==> config.mk <==
export PLATFORM = sky130hd
export DESIGN_NAME = word_serializer_flat
export DESIGN_NICKNAME = d
export VERILOG_FILES = /design/src/rtl/word_serializer_if.sv /design/src/rtl/word_serializer.sv /design/src/flat_wrapper.sv
export SDC_FILE = /design/constraint.sdc
export NUM_CORES = 1
export LEC_CHECK = 0
export CORE_AREA = 2 2 47 49
export CTS_CLUSTER_SIZE = 10
export DETAILED_ROUTE_END_ITERATION = 10
export DIE_AREA = 0 0 49 51
export PLACE_DENSITY = 0.75
export SLEW_MARGIN = 5
export SYNTH_ARGS = -nofsm -noshare
export SYNTH_HDL_FRONTEND = slang
export SYNTH_SLANG_ARGS = --single-unit
==> constraint.sdc <==
create_clock -name clk -period 2 [get_ports clk]
set_clock_uncertainty 0.1 [all_clocks]
set_input_delay 0.3 -clock clk [delete_from_list [all_inputs] [get_ports clk]]
set_output_delay 0.3 -clock clk [all_outputs]
set_load 0.05 [all_outputs]
==> src/rtl/word_serializer_if.sv <==
// Word-in / byte-out handshake bundle for word_serializer.
// The serializer uses the "master" modport (it masters the byte bus and
// answers the word handshake); the environment uses "slave".
interface word_serializer_if;
  logic [15:0] wordIn;
  logic        wordValid;
  logic        wordReady;
  logic [7:0]  byteOut;
  logic        byteValid;
  logic        byteReady;
  logic        byteLast;

  modport master (
    input  wordIn, wordValid, byteReady,
    output wordReady, byteOut, byteValid, byteLast
  );

  modport slave (
    output wordIn, wordValid, byteReady,
    input  wordReady, byteOut, byteValid, byteLast
  );
endinterface

==> src/rtl/word_serializer.sv <==
// word_serializer: splits 16-bit words into two bytes on an 8-bit
// valid/ready bus. LSB_FIRST picks which half goes out first; the second
// byte of each word is flagged with byteLast.
// Optional feature: define WORD_SERIALIZER_SKID_EN to add a one-word hold
// register so words can be accepted while a word is being sent, giving
// a sustained 1 byte/cycle. Without it, words are accepted only in IDLE.
module word_serializer #(
  parameter bit LSB_FIRST = 1'b0
) (
  input logic               clk,
  input logic               rst,
  word_serializer_if.master bus
);

  typedef enum logic [1:0] {
    IDLE   = 2'd0,
    FIRST  = 2'd1,
    SECOND = 2'd2
  } state_t;

  state_t      state;
  state_t      stateNext;
  logic [15:0] mainReg;
  logic [15:0] mainNext;
  logic        wordXfer;
  logic        byteXfer;
  logic [7:0]  firstByte;
  logic [7:0]  secondByte;

`ifdef WORD_SERIALIZER_SKID_EN
  logic [15:0] holdReg;
  logic [15:0] holdNext;
  logic        holdFull;
  logic        holdFullNext;

  assign bus.wordReady = ~holdFull & ~rst;
`else
  assign bus.wordReady = (state == IDLE) & ~rst;
`endif

  assign wordXfer   = bus.wordValid & bus.wordReady;
  assign byteXfer   = bus.byteValid & bus.byteReady;

  assign firstByte  = LSB_FIRST ? mainReg[7:0]  : mainReg[15:8];
  assign secondByte = LSB_FIRST ? mainReg[15:8] : mainReg[7:0];

  // Byte-side outputs depend only on state and the main register, never on
  // byteReady or wordValid, so they stay stable while the consumer stalls.
  assign bus.byteValid = (state != IDLE);
  assign bus.byteLast  = (state == SECOND);
  assign bus.byteOut   = (state == FIRST)  ? firstByte  :
                         (state == SECOND) ? secondByte : 8'h00;

  // State and main word register; reset drops any word in flight.
  always_ff @(posedge clk or posedge rst) begin
    if (rst) begin
      state   <= IDLE;
      mainReg <= 16'h0000;
    end else begin
      state   <= stateNext;
      mainReg <= mainNext;
    end
  end

`ifdef WORD_SERIALIZER_SKID_EN
  // Hold register buffering the next word while the main word drains.
  always_ff @(posedge clk or posedge rst) begin
    if (rst) begin
      holdReg  <= 16'h0000;
      holdFull <= 1'b0;
    end else begin
      holdReg  <= holdNext;
      holdFull <= holdFullNext;
    end
  end
`endif

  // Next-state logic: walk FIRST -> SECOND per byte transfer and reload the
  // main register whenever it frees up and a next word is available.
  always_comb begin
    stateNext = state;
    mainNext  = mainReg;
`ifdef WORD_SERIALIZER_SKID_EN
    holdNext     = holdReg;
    holdFullNext = holdFull;
`endif
    case (state)
      IDLE: begin
        if (wordXfer) begin
          mainNext  = bus.wordIn;
          stateNext = FIRST;
        end
      end
      FIRST: begin
        if (byteXfer) begin
          stateNext = SECOND;
        end
`ifdef WORD_SERIALIZER_SKID_EN
        if (wordXfer) begin
          holdNext     = bus.wordIn;
          holdFullNext = 1'b1;
        end
`endif
      end
      SECOND: begin
        if (byteXfer) begin
`ifdef WORD_SERIALIZER_SKID_EN
          if (holdFull) begin
            mainNext     = holdReg;
            stateNext    = FIRST;
            holdFullNext = wordXfer;
            if (wordXfer) begin
              holdNext = bus.wordIn;
            end
          end else if (wordXfer) begin
            mainNext  = bus.wordIn;
            stateNext = FIRST;
          end else begin
            stateNext = IDLE;
          end
`else
          if (wordXfer) begin
            mainNext  = bus.wordIn;
            stateNext = FIRST;
          end else begin
            stateNext = IDLE;
          end
`endif
        end else begin
`ifdef WORD_SERIALIZER_SKID_EN
          if (wordXfer) begin
            holdNext     = bus.wordIn;
            holdFullNext = 1'b1;
          end
`endif
        end
      end
      default: begin
        stateNext = IDLE;
      end
    endcase
  end

endmodule

==> src/flat_wrapper.sv <==
// flat-port wrapper written by rule: the top's interface ports become plain ports
module word_serializer_flat 
#(
  parameter bit LSB_FIRST = 1'b0
)
  (clk, rst, bus_wordIn, bus_wordValid, bus_byteReady, bus_wordReady, bus_byteOut, bus_byteValid, bus_byteLast);
  word_serializer_if bus_i ();
  input logic clk;
  input logic rst;
  input wire logic [$bits(bus_i.wordIn)-1:0] bus_wordIn;
  input wire logic [$bits(bus_i.wordValid)-1:0] bus_wordValid;
  input wire logic [$bits(bus_i.byteReady)-1:0] bus_byteReady;
  output wire logic [$bits(bus_i.wordReady)-1:0] bus_wordReady;
  output wire logic [$bits(bus_i.byteOut)-1:0] bus_byteOut;
  output wire logic [$bits(bus_i.byteValid)-1:0] bus_byteValid;
  output wire logic [$bits(bus_i.byteLast)-1:0] bus_byteLast;
  assign bus_i.wordIn = bus_wordIn;
  assign bus_i.wordValid = bus_wordValid;
  assign bus_i.byteReady = bus_byteReady;
  assign bus_wordReady = bus_i.wordReady;
  assign bus_byteOut = bus_i.byteOut;
  assign bus_byteValid = bus_i.byteValid;
  assign bus_byteLast = bus_i.byteLast;
  word_serializer #(.LSB_FIRST(LSB_FIRST)) u_core (.clk(clk), .rst(rst), .bus(bus_i));
endmodule
==> out/metrics.cfg <==
[worst_setup_path]
worstSetupStartpointType = register
reg2reg_slack_ns = 0.47
cp_data_required_time_ns = 1.60
slowest_stage = dfrtp_1
r2r-end = u_core.mainReg[13]
crit_fanout = 9
cp_cell_sequence = and2b_2 > a22o_1 > buf_12
critPathArrivalTime_ns = 1.51
crit_type = reg -> out
crit_buf_inv = 1
crit_start = u_core.state[1]
end_kind = output pin
max_stage_delay_ns = 0.45
rr_startpoint = u_core.state[1]
reg2reg_depth = 3
critical-path-top-delay-family = flip-flops

[logic_synthesis]
yosysMostFrequentCell = dfrtp_1
syn-num-nets = 75
synth_warnings = 0
synth_ff_type = dfrtp_1
yosys-top-cells-count = dfrtp_1, mux2_2, a22o_1, clkbuf_1
synth_seq_cells = 18
async_flop_share_pct = 100
synthesis.instances = 55
synth_area_sq_um = 802
synth.area.top_cells = dfrtp_1, mux2_2, a22o_1
synth.top_cell.area_share_pct = 56.2
syn_avg_cell_area_sq_um = 14.6
yosysSeqAreaShare_pct = 56.2
ys_types = 14
synth-edff-count = 0
synth_top_area_cell = dfrtp_1

[cells_and_area]
drive_gt1_share_pct = 43.8
synthToLayoutAreaGrowth_pct = 59.1
nFillCells = 172
num_antenna_cells = 0
nets = 110

[sta]
final-setup-viol-count = 0
drv_slew = 0
rsz0062_at_grt = no
final.setup.worst_slack_ns = 0.0883
layout_min_cycle_time_ns = 1.91
max-slew-margin-rel_pct = 55.0
min_period_over_period_pct = 95.6
hold_violations = 0
fmax_ghz = 0.523
worst_pin_slew_ns = 0.674
tns_ns = 0

[place]
port-buffer-count = 30
gp_congestion = 0.662
dp_slack_ns = 0.154

[clock_network]
cts_tree = done
cts_made_buffers = 3
clockRootBuffer = clkbuf_4
holdBufCountCts = 0
clk_pin_slew_ns = 0.10
cts_buffer_depth = 2
clk_latency_ns = 0.29
cts_max_level = 1
numClockSinks = 18

[run_status]
outcome = finished clean

[routing]
wirelength_mm = 1.63
vias_per_cell = 4.80
initialDrtViolationCount = 0
firstDrtPassIters = 1
wl_per_cell_um = 13.9
vias = 562
ant_nets = 0
drc = 0

[floorplan]
ioPinCount = 31
core_area_sq_um = 2060
rows = 17
die_h_um = 51
dieArea_sq_um = 2500
die_w_um = 49
start_util_pct = 38.9

[pwr]
switching_share_pct = 36.4
p_seq_share_pct = 35.2
peakVddDrop_uv = 783
clkPwrFrac_pct = 13.0
p_leak_nw = 0.541
p_switching_uw = 610
combPwrFrac_pct = 51.7
intPower_mw = 1.07
powerDensity_nw_per_um2 = 1310

[worst_hold_path]
min_path_type = reg -> reg
hold_depth = 1
min_from = u_core.mainReg[3]
hold_path_end = u_core.mainReg[3]

[global_route]
grt_usage_pct = 14.4
grt_pass1_vias = 667
antenna_found_initial = 0
grt_pass1_wl_mm = 2.73
grt_max_degree = 19
grt-ovfl-total = 0

[run]
drv_cap = 0

placed cells by master (no fill, tap or decap):
master and instances:
a21oi_1 1, a22o_1 8, and2b_2 1, buf_12 10
buf_4 4, clkbuf_4 3, clkbuf_8 1, clkdlybuf4s50_1 19
dfrtp_1 18, inv_1 1, mux2_2 17, nand2b_1 1
nor2_1 1, nor2b_1 1, nor4b_4 1, or2_2 1
or3b_2 1
stage by stage:
stage | instance area, sq um | hold slack (ns) | util [%] | cells | power [mW]
final | 1280 | 0.422 | 61.9 | 117 | 1.68
after CTS | 1270 | 0.425 | 61.8 | 117 | 1.69
after floorplan | 803 | 0.139 | - | 55 | 1.08
after global routing | 1280 | 0.440 | 61.9 | 117 | 1.75
after detailed placement | 1240 | 0.401 | 60.0 | 113 | 1.47
after global placement | 1240 | 0.391 | 60.0 | 113 | 1.45
flip-flops by register name (all words and copies together) (netlist names):
| register | count |
|---|---|
| u_core.mainReg | 16 |
| u_core.state | 2 |
layer usage:
layer	track usage, %	share of wire, %	vias up
met5	0	0	-
met4	7.62	0.55	0
met3	2.92	6.0	2
met2	25.8	52	20
met1	16.3	42	275
li1	-	-	265
logic make-up (layout without fill, tap and decap cells):
family	count (synthesis)	after routing	synth area share [%]
muxes	17	17	23.9
AOI/OAI and AO/OA	9	9	9.36
and+or+nand+nor	7	7	7.80
buffers and inverters	4	38	2.81
DFF	18	18	56.2
area by class of cell:
cell class / count / area [sq um] / area share (%)
well taps: 28 / 35.0 / 2.75
repair buffers: 33 / 420 / 32.9
multi-input cells: 33 / 330 / 25.9
inverters: 1 / 3.75 / 0.294
flip-flops and latches: 18 / 450 / 35.3
clock buffers: 4 / 36.3 / 2.84
timing repair:
| action | CTS | global route |
|---|---|---|
| endpoints found under the setup margin | 0 | 8 |
| gates resized for setup | 0 | 1 |
| buffers inserted | 0 | 0 |
worst max path at each step:
stage	to	slack (ns)	cells past startpoint
2_1_floorplan	bus_wordReady	0.06	2
4_1_cts	bus_byteOut[4]	0.02	3
3_3_place_gp	u_core.mainReg[0]	0.19	4
6_report	bus_byteOut[1]	0.09	3
3_5_place_dp	u_core.mainReg[13]	0.15	4
5_1_grt	bus_byteOut[4]	0.04	4
power by group through the flow:
| stage | Combinational (mW) | Clock [mW] | Sequential, mW |
|---|---|---|---|
| 5_1_grt | 0.908 | 0.233 | 0.608 |
| 6_report | 0.867 | 0.218 | 0.590 |
| 3_3_place_gp | 0.862 | 0 | 0.584 |
| 3_5_place_dp | 0.872 | 0 | 0.599 |
| 4_1_cts | 0.875 | 0.227 | 0.591 |
| 2_1_floorplan | 0.507 | 0 | 0.569 |
(Power assumes the default switching activity.)
==> RTL edit: new RTL, same settings <==
The 3 states of `state_t` get a one-hot encoding in 3 bits.
--- a/src/rtl/word_serializer.sv
+++ b/src/rtl/word_serializer.sv
@@ -12,10 +12,10 @@
   word_serializer_if.master bus
 );
 
-  typedef enum logic [1:0] {
-    IDLE   = 2'd0,
-    FIRST  = 2'd1,
-    SECOND = 2'd2
+  typedef enum logic [2:0] {
+    IDLE   = 3'b001,
+    FIRST  = 3'b010,
+    SECOND = 3'b100
   } state_t;
 
   state_t      state;
Function: no difference found for any inputs over 10 cycles, from zero or initial values and one cycle with rst high; not proved beyond that.
==> RTL edit against the unedited design <==
Setup slack lost 0.014 ns; count of clock-buffer cells in the layout shrank 1; design area grew 11%; global-route usage grew 3.6 points; sequential cell count grew 1; routed wire length grew 18%; synthesized area grew 14%; critical path type unchanged.
Power is not compared: it rests on default switching activity, and its combinational part moved more than twofold at a synthesized area within 25%.
==> RTL edit: results (changes against the unedited design) <==
Min path
  – Hold endpoint: u_core.state[1]$_DFFE_PP0P_

Placement
  – Routability cong.: 0.6670 (+0.69%)
  – Worst slack, placed: 0.1223 ns (-0.03191 ns)

Finish
  – Share of layout cells above drive strength 1: 44.86% (+1.0 points)
  – Top flop regs: u_core.mainReg x16, u_core.state x3
  – Synth-to-Final Area Change: 55.49%
  – Post-route insts no fill: 135 (+15%)

Worst setup path
  – R2R Path End: u_core.mainReg[6]$_DFFE_PP0P_
  – CP arrival: 1.53 ns (+0.02 ns)
  – R2R Path Start: u_core.state[0]$_DFFE_PP1P_
  – Reg2reg setup slack: 0.09 ns (-0.38 ns)
  – Worst setup path endpoint: bus_wordReady

Routing
  – Vias post-DR: 669 (+19%)
  – Met2 wire length: 935 um (+11%)
  – Starting DRT DRC Count: 8 (+8)

Yosys
  – Synth Area per Inst: 12.65 um2 (-13%)
  – Top post-synthesis cells by area: dfrtp_1, mux2_4, mux2_2
  – Synth unique cells: 18 (+4)
  – Syn Nets: 92 (+23%)
  – Sequential-to-total area share from yosys stat: 52.34% (-3.8 points)

Outcome
  – Outcome: complete, no violations

Clock network
  – Worst-Skew Late Latency: 0.31 ns (+0.02 ns)

Global routing
  – Largest net degree at the start of global routing: 20 (+1)
  – Total Routing Usage GR: 18.04% (+3.6 points)
  – First-pass GRT wire length: 3298 um (+21%)
-- RTL edit: cells by family (layout without fill, tap and decap cells) --
kind of cell	count (synthesis)	count (layout)	synth area share [%]
AO/OA/AOI/OAI	12	12	9.204
multiplexers	16	16	23.49
AND/OR/NAND/NOR	18	18	11.27
buffers and inverters	7	42	3.709
flip-flops	19	19	52.34
-- RTL edit: layout make-up --
class / instances / area share [%]
flip-flops and latches: 19 / 33.66
inverters: 3 / 0.7951
clock buffers: 3 / 1.590
clock inverters: 1 / 0.3534
multi-input cells: 46 / 30.39
repair buffers: 35 / 30.74
well taps: 28 / 2.473
-- RTL edit: report_power, final --
| part | switching [W] | internal [W] |
|---|---|---|
| combinational | 0.000130 | 0.000193 |
| clock | 0.000122 | 0.0000748 |
| sequential | 0.0000532 | 0.000475 |
-- RTL edit: layer usage --
metal  track usage (%)  vias up
met3             3.216        5
met1             21.85      318
met4             10.00        0
met2             30.59       26
met5                 0        -
li1                  -      320
